## src/rtl/auth_req_arbiter_if.sv

```systemverilog
// Requester/responder bundle for auth_req_arbiter.
// Latency: none (wires only).
// Backpressure: none here; arbiter holds requests until granted and owns resp_req/resp_ack.
//
// Ports (grouped signals):
//   req_valid   - per-requester pending request (level)
//   req_msg     - per-requester message, slice i = [(i+1)*MSG_LEN-1 : i*MSG_LEN]
//   req_grant   - one-hot grant pulse, message of that requester captured
//   resp_req    - level request to the responder
//   auth_msg    - captured message presented to the responder
//   resp_done   - responder completion
//   resp_ack    - one-cycle acknowledge to the responder
//   done_pulse  - one-hot pulse, owner's transaction completed
//   timeout_err - one-hot pulse, owner's transaction timed out
// Modports: master = arbiter side, slave = requester/responder side.

`ifndef MSG_LEN
`define MSG_LEN 16
`endif

interface auth_req_arbiter_if #(
    parameter int NUM_REQ = 4
);
    logic [NUM_REQ-1:0]          req_valid;
    logic [NUM_REQ*`MSG_LEN-1:0] req_msg;
    logic [NUM_REQ-1:0]          req_grant;
    logic                        resp_req;
    logic [`MSG_LEN-1:0]         auth_msg;
    logic                        resp_done;
    logic                        resp_ack;
    logic [NUM_REQ-1:0]          done_pulse;
    logic [NUM_REQ-1:0]          timeout_err;

    modport master (
        input  req_valid, req_msg, resp_done,
        output req_grant, resp_req, auth_msg, resp_ack, done_pulse, timeout_err
    );

    modport slave (
        output req_valid, req_msg, resp_done,
        input  req_grant, resp_req, auth_msg, resp_ack, done_pulse, timeout_err
    );
endinterface

```

## src/rtl/auth_req_arbiter.sv

```systemverilog
// Arbitrates NUM_REQ requesters onto one responder, one transaction at a time.
// Latency: grant in the IDLE cycle a request is seen, resp_req one cycle later; min 4 cycles between grants.
// Backpressure: requests wait (held level) while a transaction is in flight; responder paced by resp_done.
//
// Ports:
//   clk   - clock, all state on rising edge
//   reset - asynchronous active-low reset
//   bus   - auth_req_arbiter_if.master (request, grant, responder handshake, status pulses)
// Parameters: NUM_REQ (2..8), TIMEOUT_CYCLES (2..65535).
// Build option: define AUTH_ARB_ROUND_ROBIN_EN for round-robin arbitration;
// otherwise fixed priority with the lowest index winning.

`ifndef MSG_LEN
`define MSG_LEN 16
`endif

module auth_req_arbiter #(
    parameter int NUM_REQ        = 4,
    parameter int TIMEOUT_CYCLES = 1024
) (
    input  logic                 clk,
    input  logic                 reset,
    auth_req_arbiter_if.master   bus
);

    localparam int          IDX_W   = (NUM_REQ > 1) ? $clog2(NUM_REQ) : 1;
    localparam logic [15:0] TO_LAST = 16'(TIMEOUT_CYCLES - 1);

    typedef enum logic [4:0] {
        IDLE      = 5'b00001,
        ISSUE     = 5'b00010,
        WAIT_RESP = 5'b00100,
        ACK       = 5'b01000,
        DRAIN     = 5'b10000
    } state_t;

    state_t               state_q, state_d;
    logic [15:0]          cnt_q, cnt_d;
    logic [IDX_W-1:0]     owner_q, owner_d;
    logic [`MSG_LEN-1:0]  auth_msg_q, auth_msg_d;
    logic                 resp_ack_q, resp_ack_d;
    logic [NUM_REQ-1:0]   done_pulse_q, done_pulse_d;
    logic [NUM_REQ-1:0]   timeout_err_q, timeout_err_d;

    logic                 win_found;
    logic [IDX_W-1:0]     win_idx;
    logic [IDX_W-1:0]     cand_idx;
    int                   cand;
    logic [NUM_REQ-1:0]   grant_vec;
    logic [NUM_REQ-1:0]   owner_onehot;

`ifdef AUTH_ARB_ROUND_ROBIN_EN
    // Index where the next search starts: one past the last winner.
    logic [IDX_W-1:0]     ptr_q, ptr_d;
`endif

    // Winner select. Walk the candidates from the farthest to the nearest so
    // the last hit (nearest to the search start) is the one that sticks.
    always_comb begin
        win_found = 1'b0;
        win_idx   = '0;
        cand      = 0;
        cand_idx  = '0;
        for (int off = NUM_REQ - 1; off >= 0; off--) begin
`ifdef AUTH_ARB_ROUND_ROBIN_EN
            cand = int'(ptr_q) + off;
            if (cand >= NUM_REQ) begin
                cand = cand - NUM_REQ;
            end
`else
            cand = off;
`endif
            cand_idx = IDX_W'(cand);
            if (bus.req_valid[cand_idx]) begin
                win_found = 1'b1;
                win_idx   = cand_idx;
            end
        end
    end

    assign owner_onehot = NUM_REQ'(1) << owner_q;

    always_comb begin
        state_d       = state_q;
        cnt_d         = cnt_q;
        owner_d       = owner_q;
        auth_msg_d    = auth_msg_q;
        resp_ack_d    = 1'b0;
        done_pulse_d  = '0;
        timeout_err_d = '0;
        grant_vec     = '0;
`ifdef AUTH_ARB_ROUND_ROBIN_EN
        ptr_d         = ptr_q;
`endif
        case (state_q)
            IDLE: begin
                if (win_found) begin
                    grant_vec  = NUM_REQ'(1) << win_idx;
                    owner_d    = win_idx;
                    auth_msg_d = bus.req_msg[int'(win_idx)*`MSG_LEN +: `MSG_LEN];
                    state_d    = ISSUE;
`ifdef AUTH_ARB_ROUND_ROBIN_EN
                    ptr_d = (win_idx == IDX_W'(NUM_REQ - 1)) ? '0 : win_idx + 1'b1;
`endif
                end
            end
            ISSUE: begin
                cnt_d   = '0;
                state_d = WAIT_RESP;
            end
            WAIT_RESP: begin
                // Completion is checked first so it wins a same-cycle tie with the timeout.
                if (bus.resp_done) begin
                    resp_ack_d   = 1'b1;
                    done_pulse_d = owner_onehot;
                    state_d      = ACK;
                end else if (cnt_q == TO_LAST) begin
                    timeout_err_d = owner_onehot;
                    cnt_d         = '0;
                    state_d       = DRAIN;
                end else begin
                    cnt_d = cnt_q + 16'd1;
                end
            end
            ACK: begin
                if (!bus.resp_done) begin
                    state_d = IDLE;
                end
            end
            DRAIN: begin
                // Two dead cycles so the responder can settle; resp_done is ignored.
                if (cnt_q == 16'd1) begin
                    cnt_d   = '0;
                    state_d = IDLE;
                end else begin
                    cnt_d = cnt_q + 16'd1;
                end
            end
            default: begin
                state_d = IDLE;
            end
        endcase
    end

    always_ff @(posedge clk or negedge reset) begin
        if (!reset) begin
            state_q       <= IDLE;
            cnt_q         <= '0;
            owner_q       <= '0;
            auth_msg_q    <= '0;
            resp_ack_q    <= 1'b0;
            done_pulse_q  <= '0;
            timeout_err_q <= '0;
        end else begin
            state_q       <= state_d;
            cnt_q         <= cnt_d;
            owner_q       <= owner_d;
            auth_msg_q    <= auth_msg_d;
            resp_ack_q    <= resp_ack_d;
            done_pulse_q  <= done_pulse_d;
            timeout_err_q <= timeout_err_d;
        end
    end

`ifdef AUTH_ARB_ROUND_ROBIN_EN
    always_ff @(posedge clk or negedge reset) begin
        if (!reset) begin
            ptr_q <= '0;
        end else begin
            ptr_q <= ptr_d;
        end
    end
`endif

    // The grant is decoded from IDLE plus live req_valid, so it is masked by
    // reset directly to stay low while reset is held.
    assign bus.req_grant   = grant_vec & {NUM_REQ{reset}};
    assign bus.resp_req    = (state_q == ISSUE) || (state_q == WAIT_RESP);
    assign bus.auth_msg    = auth_msg_q;
    assign bus.resp_ack    = resp_ack_q;
    assign bus.done_pulse  = done_pulse_q;
    assign bus.timeout_err = timeout_err_q;

endmodule

```

## src/flat_wrapper.sv

```systemverilog
// flat-port wrapper written by rule: the top's interface ports become plain ports
module auth_req_arbiter_flat 
#(
    parameter int NUM_REQ        = 4,
    parameter int TIMEOUT_CYCLES = 1024
)
  (clk, reset, bus_req_valid, bus_req_msg, bus_resp_done, bus_req_grant, bus_resp_req, bus_auth_msg, bus_resp_ack, bus_done_pulse, bus_timeout_err);
  auth_req_arbiter_if #(.NUM_REQ(NUM_REQ)) bus_i ();
  input  logic clk;
  input  logic reset;
  input wire logic [$bits(bus_i.req_valid)-1:0] bus_req_valid;
  input wire logic [$bits(bus_i.req_msg)-1:0] bus_req_msg;
  input wire logic [$bits(bus_i.resp_done)-1:0] bus_resp_done;
  output wire logic [$bits(bus_i.req_grant)-1:0] bus_req_grant;
  output wire logic [$bits(bus_i.resp_req)-1:0] bus_resp_req;
  output wire logic [$bits(bus_i.auth_msg)-1:0] bus_auth_msg;
  output wire logic [$bits(bus_i.resp_ack)-1:0] bus_resp_ack;
  output wire logic [$bits(bus_i.done_pulse)-1:0] bus_done_pulse;
  output wire logic [$bits(bus_i.timeout_err)-1:0] bus_timeout_err;
  assign bus_i.req_valid = bus_req_valid;
  assign bus_i.req_msg = bus_req_msg;
  assign bus_i.resp_done = bus_resp_done;
  assign bus_req_grant = bus_i.req_grant;
  assign bus_resp_req = bus_i.resp_req;
  assign bus_auth_msg = bus_i.auth_msg;
  assign bus_resp_ack = bus_i.resp_ack;
  assign bus_done_pulse = bus_i.done_pulse;
  assign bus_timeout_err = bus_i.timeout_err;
  auth_req_arbiter #(.NUM_REQ(NUM_REQ), .TIMEOUT_CYCLES(TIMEOUT_CYCLES)) u_core (.clk(clk), .reset(reset), .bus(bus_i));
endmodule
```

## config.mk

```make
export PLATFORM = sky130hd
export DESIGN_NAME = auth_req_arbiter_flat
export DESIGN_NICKNAME = d
export VERILOG_FILES = /design/src/rtl/auth_req_arbiter_if.sv /design/src/rtl/auth_req_arbiter.sv /design/src/flat_wrapper.sv
export SDC_FILE = /design/constraint.sdc
export NUM_CORES = 1
export LEC_CHECK = 0
export ABC_AREA = 1
export CAP_MARGIN = 20
export CORE_UTILIZATION = 39
export DETAILED_ROUTE_END_ITERATION = 6
export PLACE_DENSITY = 0.69
export SLEW_MARGIN = 10
export SYNTH_ARGS = -nofsm -noshare
export SYNTH_HDL_FRONTEND = slang
export SYNTH_SLANG_ARGS = --single-unit
```

## constraint.sdc

```tcl
create_clock -name clk -period 3.7 [get_ports clk]
set_input_delay 1.11 -clock clk [delete_from_list [all_inputs] [get_ports clk]]
set_output_delay 1.11 -clock clk [all_outputs]
set_load 0.01 [all_outputs]
```

==> results <==
- The flow ran to the end, and the final reports show no timing, DRC or antenna violations.
- The final-layout fill cell count is 712.
- TritonCTS built the clock tree.
- The critical path contains buffers and inverters numbering 4 combined.
- The xor-xnor portion of the synthesized cell area is less than 1%.
- The critical path goes through clkdlybuf4s50_1 -> inv_2 -> buf_4 -> nor2_1 -> clkdlybuf4s50_1.
- For this run, the total global-route usage over all layers was measured as 20.9%.
- The critical path class is input port to output pin.
- The total count of hold-check failures in the final report was 0.
- Summing internal, switching and leakage power gives 2.16 mW.
- The netlist uses 28 different library cells.
- The detailed router placed 3237 vias in this run.
- In the final routed layout, each cell accounts on average for 12.6 um.
- In this run the static leakage power is approximately 2.1 nW.
- Counting instances, the worst hold path has a depth of 1.
- The latest clock arrival within the worst-skew pair is around 0.3 ns.
- The initial utilization of the core area, before any placement, comes to 40.8%.
- The overall die height is 92.3 um.
- The maximum clock path buffer count is 2.
- The post-placement cell area is 0.00433 sq mm.
- Summing the areas of all compound-gate instances in the mapped netlist gives 12.2% of the synthesized area.
- Relative to the synthesized area, the layout overhead comes to 39.0%.
- The final layout contains about 640 nets.
- The CTS clock-pin slew for the worst setup and hold paths is 0.09 ns.
- The die span in x is 92.3 um.
- The finished cells cover 0.00442 sq mm.
- During I/O placement, the number of pins put on the boundary was 101.
- The number of global-route vias before repair is between 3000 and 4000.
- After layout, the worst path uses 96.8% of the clock period.
- Subtracting the final worst setup slack from the clock period gives 3.58 ns.
- Counting every net in the synthesized netlist gives roughly 530.
- The wire length of the first global-routing pass is 14300 um.
- The worst-case IR drop observed on VDD is a little under 0.2 mV.
- The worst hold path begins at u_core.owner_q[0]$_DFFE_PN0P_.
- Timing would allow up to 0.279 GHz.
- The share of synthesized area occupied by flip-flops and latches is 37.8%.
- The internal power of the cells is 1.28 mW.
- The fraction of layout instances using a drive strength above 1 is 11.2%.
- The cell at the root of the clock tree is clkbuf_8.
- The initialized floorplan defines 32 standard-cell rows.
- The power spent charging and discharging nets is 884 uW.
- The final sum of negative setup slack is 0 ns.
- Before antenna repair, the detailed router went through 5 iterations.
- The proportion of power drawn by combinational gates is 49.6%.
- The number of antenna diodes in the final layout is 0.
- For the worst flop-to-flop path, the logic depth is 8.
- The detail route stage leaves a number of antenna-violating nets equal to 0.
- The final number of max-transition violations is 0.
- The worst-case hold path end point is u_core.bus.timeout_err[0]$_DFF_PN0_.
- Sequential cells burn 34.7% of the power.
- The total overflow left after global routing is 0.
- The critical path's slowest cell is clkdlybuf4s50_1.
- Data on the critical path is required at its endpoint by around 2.6 ns.
- On the final layout, the worst hold slack is 0.518 ns.
- The min-delay analysis places its worst path in the category flop to flop.
- Counting the buffers created by CTS gives 5.
- After detailed routing, the number of remaining DRC violations is 0.
- Measured against its own limit, the worst slew margin works out to roughly 60%.
- Of the total power, the clock network draws 15.7%.
- The count of yosys warnings during synthesis is 0.
- Between clock sinks in the finished design, the worst skew comes to 0.00253 ns.
- The post-synthesis share of cell area spent on and, or, nand and nor gates is about two fifths.
- The global routing met1 resource utilization is 28.7%.
- The arrival time at the worst endpoint is 2.47 ns.
- The final routed wirelength across all metal layers is 8470 um.
- In this run switching power makes up slightly above 40% of total power.
- The number of antenna violations at the first check in global routing came to 0.
- The transition at the pin with the smallest max-transition slack is 0.605 ns.
- The tool flagged a number of max-cap violations equal to 0.
- The post-synthesis share of cell area spent on full adders, half adders and majority gates is 0.786%.
- In the post-synthesis netlist, the biggest area contributors are dfrtp_1 37%, nand2_1 14%, nor2_1 8.7%.
- The floorplan die area is between 0.008 and 0.009 sq mm.
- Global routing consumed, on the met3 layer, under 10% of the routing resources.
- The total area inside the core boundary comes to 0.00781 sq mm.
- The largest driver fanout on the critical path is 3.
- The clock tree synthesis step divided the H-tree into 2 levels.
- The power density over the cells is 488 mW/mm^2.
- The number of endpoints failing setup at the final stage is 0.
- Clock tree synthesis found a total of 48 sinks.
- Once detailed placement completed, the half-perimeter wirelength came to 6780 um.
- The library cell with the largest summed area after synthesis is dfrtp_1.
- Setup repair after global routing left no endpoint under its margin.
- After synthesis, the largest family of logic cells by area is simple AND/OR/NAND/NOR gates.
- The quantity of I/O buffers inserted on ports is 100.
- The number of buffers inserted for hold repair after clock tree synthesis is 0.
- The fraction of synthesized area in multiplexers is 0%.
- The number of vias per cell is 4.82.
- The setup check on the worst reg-to-reg path leaves a slack of 1.92 ns.
- The largest single stage delay on the critical path is 0.56 ns.
- In this run the cell area of the synthesized design comes to 0.00318 sq mm.
- Entering global routing, the biggest net connects just under 50 pins.
- The synthesized design devotes to its leading area cell type between 30 and 40% of total area.
- The global-route track usage on met2 is ~32%.
- The nature of the critical path startpoint is an input port.
- The first routing iteration left 139 violations.
- The number of instances in the synthesized netlist is 460.
- STA classifies the critical path endpoint as an output pin.
- The worst register-to-register path begins at u_core.state_q[0]$_DFFE_PN1P_.
- The mean cell area of the mapped netlist is ~6.9 sq um.
- The register bit total from synthesis is 48.
- The endpoint identified for the worst register-to-register timing path is u_core.bus.auth_msg[3]$_DFFE_PN0P_.
- The cell class contributing the biggest share of worst-path delay is buffers and inverters.
- The library cell appearing most often on the critical path is clkdlybuf4s50_1.
- The placer congestion estimate is about 0.9.
- After global routing, the most crowded layer is met2.
## metal layers
metal | vias to the layer above | share of wire [%]
met5 | - | 0
met4 | 0 | 1.2
met3 | 12 | 7.2
met2 | 114 | 45
met1 | 1430 | 47
li1 | 1681 | -
## synth_stat cells (all sizes together)
| master | instances |
|---|---|
| nand3b | 4 |
| o211ai | 18 |
| nand2 | 127 |
| a21oi | 20 |
| and2 | 1 |
| nand4 | 3 |
| nand3 | 51 |
| dfstp | 1 |
| xor2 | 2 |
| nor3 | 11 |
| o21ai | 12 |
| buf | 15 |
| inv | 61 |
| o21bai | 4 |
| ha | 2 |
| dfrtp | 47 |
| nor2 | 81 |
## cells by family after synthesis
| family | Yosys count |
|---|---|
| xor+xnor | 2 |
| compound gates | 54 |
| simple gates | 278 |
| flops | 48 |
| buf+inv | 76 |
| fa+ha+maj | 2 |
## cell usage in the layout, fill, tap and decap left out, types with 4 or more instances in the layout
cell	synthesis	layout
a21oi_2	17	17
buf_4	3	17
clkbuf_8	0	6
clkdlybuf4s50_1	0	96
dfrtp_1	47	47
inv_1	56	56
inv_2	5	5
nand2_1	121	121
nand2_2	4	4
nand3_1	49	49
nand3b_1	4	4
nor2_1	74	74
nor2_2	4	4
nor3_1	11	11
o211ai_1	18	18
o21ai_0	5	5
o21ai_1	7	7
o21bai_1	4	4
## power groups by stage
stage          Combinational (mW)  Sequential, mW  Clock [mW]
6_report                     1.07           0.750       0.339
5_1_grt                      1.20           0.770       0.373
4_1_cts                      1.09           0.751       0.351
3_5_place_dp                 1.08           0.760           0
3_3_place_gp                 1.07           0.751           0
2_1_floorplan               0.661           0.786           0
## state kept, by name, summed over array words and instances (netlist names)
name / flops
u_core.bus.resp_ack: 1
u_core.cnt_q: 16
u_core.bus.done_pulse: 4
u_core.state_q: 5
u_core.owner_q: 2
u_core.bus.auth_msg: 16
u_core.bus.timeout_err: 4
## metrics by stage
stage / instances / utilization, % / worst slack, ns
floorplan: 460 / - / 0.524
global placement: 664 / 55.4 / -0.155
detailed placement: 664 / 55.4 / -0.122
CTS: 672 / 56.6 / 0.00527
global route: 672 / 56.7 / 0.0166
finish: 672 / 56.7 / 0.120
## worst max path at each step
stage / end / cells after the start / startpoint
2_1_floorplan: bus_req_grant[2] / 6 / bus_req_valid[2]
3_3_place_gp: bus_req_grant[2] / 6 / bus_req_valid[2]
3_5_place_dp: bus_req_grant[2] / 6 / bus_req_valid[2]
4_1_cts: bus_req_grant[1] / 5 / bus_req_valid[1]
5_1_grt: bus_req_grant[2] / 6 / bus_req_valid[2]
6_report: bus_req_grant[0] / 5 / bus_req_valid[0]
## repair_timing
action | CTS | global route
endpoints found under the setup margin | 2 | 2
buffers inserted | 0 | 0
gates resized for setup | 2 | 3
## final cells by class
cell class              count  area (sq um)  share of cell area, %
repair buffers            117          1120                   25.4
flip-flops and latches     48          1200                   27.2
clock buffers               6          82.6                   1.87
clock inverters             2          13.8                  0.311
multi-input cells         336          1650                   37.2
inverters                  61           229                   5.18
well taps                 102           128                   2.88
(Power assumes the default switching activity.)
